==> config.mk <==
export PLATFORM = sky130hd
export DESIGN_NAME = iob_split_tracked
export DESIGN_NICKNAME = d
export VERILOG_FILES = /design/src/rtl/iob_split_tracked_pkg.sv /design/src/rtl/iob_split_tracker.sv /design/src/rtl/iob_split_tracked.sv
export SDC_FILE = /design/constraint.sdc
export NUM_CORES = 1
export LEC_CHECK = 0
export CAP_MARGIN = 20
export CELL_PAD_IN_SITES_DETAIL_PLACEMENT = 1
export CELL_PAD_IN_SITES_GLOBAL_PLACEMENT = 2
export CORE_AREA = 4 4 201 203
export CTS_BUF_LIST = sky130_fd_sc_hd__clkbuf_16
export DETAILED_ROUTE_END_ITERATION = 10
export DIE_AREA = 0 0 205 207
export GPL_TIMING_DRIVEN = 1
export PLACE_DENSITY = 0.82
export SLEW_MARGIN = 10
export SYNTH_ARGS = -nofsm -noshare
export SYNTH_HDL_FRONTEND = slang
export SYNTH_HIERARCHICAL = 1
export SYNTH_SLANG_ARGS = --single-unit
==> constraint.sdc <==
create_clock -name clk -period 2.9 [get_ports clk]
set_clock_uncertainty 0.1 [all_clocks]
set_input_delay 0.435 -clock clk [delete_from_list [all_inputs] [get_ports clk]]
set_output_delay 0.435 -clock clk [all_outputs]
set_load 0.05 [all_outputs]
==> src/rtl/iob_split_tracked_pkg.sv <==
// Shared helpers for the tracked split interconnect: slave-select field width
// and outstanding-counter width.
package iob_split_tracked_pkg;

    // Width of the slave-select field; never narrower than one bit.
    function automatic int unsigned sel_bits(input int unsigned n_slaves);
        return (n_slaves > 1) ? $clog2(n_slaves) : 1;
    endfunction

    function automatic int unsigned cnt_bits(input int unsigned max_out);
        return $clog2(max_out + 1);
    endfunction

endpackage

==> src/rtl/iob_split_tracker.sv <==
// In-order read tracker: outstanding count, owning slave of the in-flight reads,
// and the one-cycle error response for reads to unmapped slaves.
module iob_split_tracker
    import iob_split_tracked_pkg::*;
#(
    parameter int unsigned N_SLAVES = 4,
    parameter int unsigned MAX_OUT  = 4,
    parameter int unsigned NB       = sel_bits(N_SLAVES),
    parameter int unsigned CW       = cnt_bits(MAX_OUT)
) (
    input  logic                clk,
    input  logic                rst,
    input  logic                rd_accept,
    input  logic [NB:0]         rd_sel,
    input  logic [N_SLAVES-1:0] s_rvalid,
    output logic [CW-1:0]       cnt,
    output logic [NB:0]         cur_sel,
    output logic                resp_valid,
    output logic                resp_err
);

    localparam logic [NB:0]   NSel   = (NB + 1)'(N_SLAVES);
    localparam logic [CW-1:0] CntMax = CW'(MAX_OUT);

    logic [CW-1:0] cnt_q;
    logic [NB:0]   cur_sel_q;
    logic          err_pend_q;

    assign cnt     = cnt_q;
    assign cur_sel = cur_sel_q;

    always_comb begin
        resp_err   = (cur_sel_q >= NSel);
        resp_valid = 1'b0;
        if (resp_err) begin
            resp_valid = err_pend_q;
        end else begin
            for (int i = 0; i < int'(N_SLAVES); i++) begin
                if (cur_sel_q == (NB + 1)'(i)) begin
                    resp_valid = s_rvalid[i] && (cnt_q != '0);
                end
            end
        end
    end

    always_ff @(posedge clk) begin
        if (!rst) begin
            cnt_q      <= '0;
            cur_sel_q  <= '0;
            err_pend_q <= 1'b0;
        end else begin
            // Unmapped reads are answered exactly one cycle after acceptance.
            err_pend_q <= rd_accept && (rd_sel >= NSel);
            if (rd_accept) begin
                cur_sel_q <= rd_sel;
            end
            if (rd_accept && !resp_valid && (cnt_q != CntMax)) begin
                cnt_q <= cnt_q + 1'b1;
            end else if (!rd_accept && resp_valid && (cnt_q != '0)) begin
                cnt_q <= cnt_q - 1'b1;
            end
        end
    end

endmodule

==> src/rtl/iob_split_tracked.sv <==
// One-master to N-slave request splitter; reads stay in order by only letting
// reads to a single slave be in flight at a time.
module iob_split_tracked
    import iob_split_tracked_pkg::*;
#(
    parameter int unsigned DATA_W   = 32,
    parameter int unsigned ADDR_W   = 32,
    parameter int unsigned N_SLAVES = 4,
    parameter int unsigned P_SLAVES = ADDR_W - 1,
    parameter int unsigned MAX_OUT  = 4
) (
    input  logic                           clk,
    input  logic                           rst,
    input  logic                           m_valid,
    input  logic [ADDR_W-1:0]              m_addr,
    input  logic [DATA_W-1:0]              m_wdata,
    input  logic [DATA_W/8-1:0]            m_wstrb,
    output logic                           m_ready,
    output logic [DATA_W-1:0]              m_rdata,
    output logic                           m_rvalid,
    output logic                           m_rerr,
    output logic [N_SLAVES-1:0]            s_valid,
    output logic [N_SLAVES*ADDR_W-1:0]     s_addr,
    output logic [N_SLAVES*DATA_W-1:0]     s_wdata,
    output logic [N_SLAVES*DATA_W/8-1:0]   s_wstrb,
    input  logic [N_SLAVES-1:0]            s_ready,
    input  logic [N_SLAVES*DATA_W-1:0]     s_rdata,
    input  logic [N_SLAVES-1:0]            s_rvalid
);

    localparam int unsigned NB     = sel_bits(N_SLAVES);
    localparam int unsigned CW     = cnt_bits(MAX_OUT);
    localparam logic [NB:0] NSel   = (NB + 1)'(N_SLAVES);
    localparam logic [CW-1:0] CntMax = CW'(MAX_OUT);

    logic [NB:0]   sel;
    logic          is_read;
    logic          blocked;
    logic          slave_ready;
    logic          rd_accept;
    logic [CW-1:0] cnt;
    logic [NB:0]   cur_sel;
    logic          resp_valid;
    logic          resp_err;

    assign sel     = {1'b0, m_addr[P_SLAVES -: NB]};
    assign is_read = (m_wstrb == '0);

    assign s_addr  = {N_SLAVES{m_addr}};
    assign s_wdata = {N_SLAVES{m_wdata}};
    assign s_wstrb = {N_SLAVES{m_wstrb}};

    // A full tracker still accepts in the cycle a response frees a slot.
    assign blocked = is_read && (((cnt == CntMax) && !resp_valid) ||
                                 ((cnt != '0) && (sel != cur_sel)));

    always_comb begin
        s_valid     = '0;
        slave_ready = (sel >= NSel);
        for (int i = 0; i < int'(N_SLAVES); i++) begin
            if (sel == (NB + 1)'(i)) begin
                slave_ready = s_ready[i];
                s_valid[i]  = rst && m_valid && !blocked;
            end
        end
        m_ready  = rst && slave_ready && !blocked;
        m_rvalid = rst && resp_valid;
        m_rerr   = m_rvalid && resp_err;
        m_rdata  = '0;
        if (m_rvalid && !resp_err) begin
            for (int i = 0; i < int'(N_SLAVES); i++) begin
                if (cur_sel == (NB + 1)'(i)) begin
                    m_rdata = s_rdata[i*DATA_W +: DATA_W];
                end
            end
        end
    end

    assign rd_accept = m_valid && m_ready && is_read;

    iob_split_tracker #(
        .N_SLAVES (N_SLAVES),
        .MAX_OUT  (MAX_OUT),
        .NB       (NB),
        .CW       (CW)
    ) u_tracker (
        .clk        (clk),
        .rst        (rst),
        .rd_accept  (rd_accept),
        .rd_sel     (sel),
        .s_rvalid   (s_rvalid),
        .cnt        (cnt),
        .cur_sel    (cur_sel),
        .resp_valid (resp_valid),
        .resp_err   (resp_err)
    );

endmodule
==> results.sh <==
export IMPL_period_needed_ps=2854
export IMPL_grt_max_degree=39
export IMPL_crit_buf_inv=2
export IMPL_rrSetupSlack_ps=150
export IMPL_cts_root_buf="clkbuf_16"
export IMPL_core_region_area_um2=38470
export IMPL_ir_drop_v=0.0001457
export IMPL_synth_area_leaders="buf_4 (57%), mux2_2 (10%), o22ai_1 (5.5%), nor3_1 (4.7%), dfxtp_1 (3.9%)"
export IMPL_initial_core_util_pct=9.394
export IMPL_setup_viol=0
export IMPL_period_share_pct=98.42
export IMPL_crit_slowest_cell="or4_4"
export IMPL_required_ps=2370
export IMPL_grtUsageTotal_pct=6.411
export IMPL_syn_area_um2=3613
export IMPL_path_class="reg2out"
export IMPL_wirelength_um=15090
export IMPL_die_y_um=207
export IMPL_avgSynthCellArea_um2=7.344
export IMPL_grt_overflow=0
export IMPL_synth_top_area_cell="buf_4"
export IMPL_reg2reg_to="u_tracker/cnt[1]"
export IMPL_status="completed"
export IMPL_io_buffers=207
export IMPL_p_per_area_nw_per_um2=325.5
export IMPL_layout_drive_gt1_share_pct=37.39
export IMPL_power_w=0.001777
export IMPL_postSynthCellCount=492
export IMPL_cp_max_fo=4
export IMPL_endpoint="s_valid[1]"
export IMPL_arrival_ps=2320
export IMPL_hold_violations=0
export IMPL_ys_seq_elements=7
export IMPL_cp_cell_sequence="mux2_4 -> mux2i_2 -> o31ai_2 -> nor3_1 -> or4_4 -> buf_6 -> a211oi_4 -> buf_12"
export IMPL_netlist_area_leader_share_pct=56.51
export IMPL_min_path_type="reg2reg"
export IMPL_ant_nets=0
export IMPL_min_path_cells=3
export IMPL_final_max_slew_viol_count=0
export IMPL_area_growth_pct=51.14
export IMPL_antenna_found_initial=1
export IMPL_firstDrtPassIters=4
export IMPL_clk_pin_slew_ps=40
export IMPL_ys_warn_count=6
export IMPL_end_kind="primary output"
export IMPL_drtIter0Drc=85
export IMPL_cpPeakStageDelay_ps=540
export IMPL_vias=2854
export IMPL_clock_sinks=7
export IMPL_vias_per_cell=2.964
export IMPL_wl_per_cell_um=15.67
export IMPL_ff2ff_path_depth=10
export IMPL_htreeDepth=1
export IMPL_numCtsBuffers=3
export IMPL_clkLatencyLatePin_ps=230
export IMPL_post_synth_top_count_cell="buf_4"
export IMPL_drc=0
export IMPL_cp_start_kind="flop"
export IMPL_r2r_start="u_tracker/cur_sel[1]"
export IMPL_fp_dieArea_um2=42440
export IMPL_synth_edf_count=0
export IMPL_grt_pass1_wl_um=20510
export IMPL_cts_tree="built"
export IMPL_synth_seq_area_share_pct=3.878
export IMPL_place_inst=956
export IMPL_clockBufferDepth=2
export IMPL_cpLargestDelayFamily="simple AND/OR/NAND/NOR gates"
export IMPL_rows=72
export IMPL_dieWidth_um=205
export IMPL_maxClockFrequency_ghz=0.3504
export IMPL_netlist_top_cells_count="buf_4 (272), nor2_1 (36), nor3_1 (34)"
export IMPL_grt_pass1_vias=3181
export IMPL_pin_count=518
export IMPL_p_leak_nw=1.830
export IMPL_routabilityCongestion=0.7447
export IMPL_synthArstFlopShare_pct=0
export IMPL_dp_hpwl_um=12710
export IMPL_synth_ff_type="dfxtp_1"
export IMPL_rsz0062_at_grt="yes"
export IMPL_fin_cells=963
export IMPL_cp_depth=8
export IMPL_max_cap_violations=0
export IMPL_maxSlewHeadroom_pct=65.56
export IMPL_synthDistinctLibCells=40
export IMPL_crit_start="u_tracker/cur_sel[1]"
export IMPL_fin_nets=653
export IMPL_worst_slew_pin_slew_ps=515.0
cells in the final DEF (no fill, tap or decap), types with 3 or more instances in the layout:
cell	netlist	routed
a21oi_2	0	3
buf_12	0	47
buf_4	272	27
buf_6	1	4
clkbuf_16	0	4
clkdlybuf4s50_1	0	156
dfxtp_1	7	5
dlygate4sd2_1	0	4
inv_1	2	3
mux2_2	32	32
mux2i_1	8	7
nand2_1	8	7
nor2_1	36	36
nor2b_1	3	3
nor3_4	0	32
o22ai_1	32	32
stage by stage:
step	cell area [um2]	setup TNS [ps]	worst slack [ps]	hold slack [ps]	util, %
floorplan	3989	-171.4	-171.4	412.5	-
global placement	5275	-7135	-391.3	513.7	13.71
detailed placement	5275	-9131	-537.2	524.8	13.71
CTS	5410	-207.5	-82.18	530.3	14.06
global route	5459	-49.68	-33.40	555.1	14.19
finish	5461	0	45.81	524.2	14.20
final cells by class:
class / count / area [um2]
Sequential cell: 7 / 145.1
Fill cell: 4544 / 33010
Multi-Input combinational cell: 192 / 1769
Timing Repair Buffer: 239 / 2810
Clock inverter: 1 / 3.754
Inverter: 2 / 7.507
Clock buffer: 3 / 75.07
Antenna cell: 1 / 2.502
Tap cell: 518 / 648.1
cells by family after synthesis:
logic type | after synthesis | synth area share (%)
compound gates | 48 | 9.626
xor+xnor | 2 | 0.4849
fa+ha+maj | 1 | 0.5540
buf+inv | 294 | 59.18
flops | 7 | 3.878
mux | 43 | 13.64
other cells | 1 | 0.1038
simple gates | 96 | 12.54
report_power, final:
part	switching [W]	leakage, nW	internal, W
registers	0.0000135	0.0582	0.000113
clock network	0.0000549	0.0423	0.000180
logic	0.000705	1.73	0.000712
what timing repair did:
item                                    CTS  global route
hold buffers                              0             0
endpoints found under the setup margin   40            32
cloned                                    0             1
pin swaps                                 5             4
resized for setup                        14             7
setup buffers                             1             0
metal layers:
| metal | track usage, % | part of all wire, % | routed length (um) | vias up |
|---|---|---|---|---|
| met3 | 3.018 | 14 | 2051 | 82 |
| met5 | 0.5760 | 0 | 0 | - |
| met4 | 3.973 | 6.5 | 986 | 0 |
| met1 | 5.789 | 32 | 4764 | 1262 |
| met2 | 11.42 | 48 | 7291 | 237 |
| li1 | - | - | - | 1273 |
worst min-delay path, delay by kind of cell, from the launching register on:
family / cells / cell delay (ps)
flip-flops: 1 / 300
buffers and inverters: 1 / 160
AND/OR/NAND/NOR: 1 / 60
multiplexers: 1 / 60
registers in the layout, indices dropped and copies added (netlist names):
register,count
u_tracker/cnt,3
u_tracker/err_pend_q,1
u_tracker/cur_sel,3
how the worst min path moves through the flow:
stage	slack, ps	endpoint	from
2_1_floorplan	410	u_tracker/cnt[1]	u_tracker/cnt[1]
3_3_place_gp	510	u_tracker/cnt[1]	u_tracker/cnt[1]
3_5_place_dp	520	u_tracker/cnt[0]	u_tracker/cnt[0]
4_1_cts	530	u_tracker/cnt[0]	u_tracker/cnt[0]
5_1_grt	560	u_tracker/cnt[0]	u_tracker/cnt[0]
6_report	520	u_tracker/cnt[0]	u_tracker/cnt[0]
Note: power is estimated with default switching activity, not from simulation.
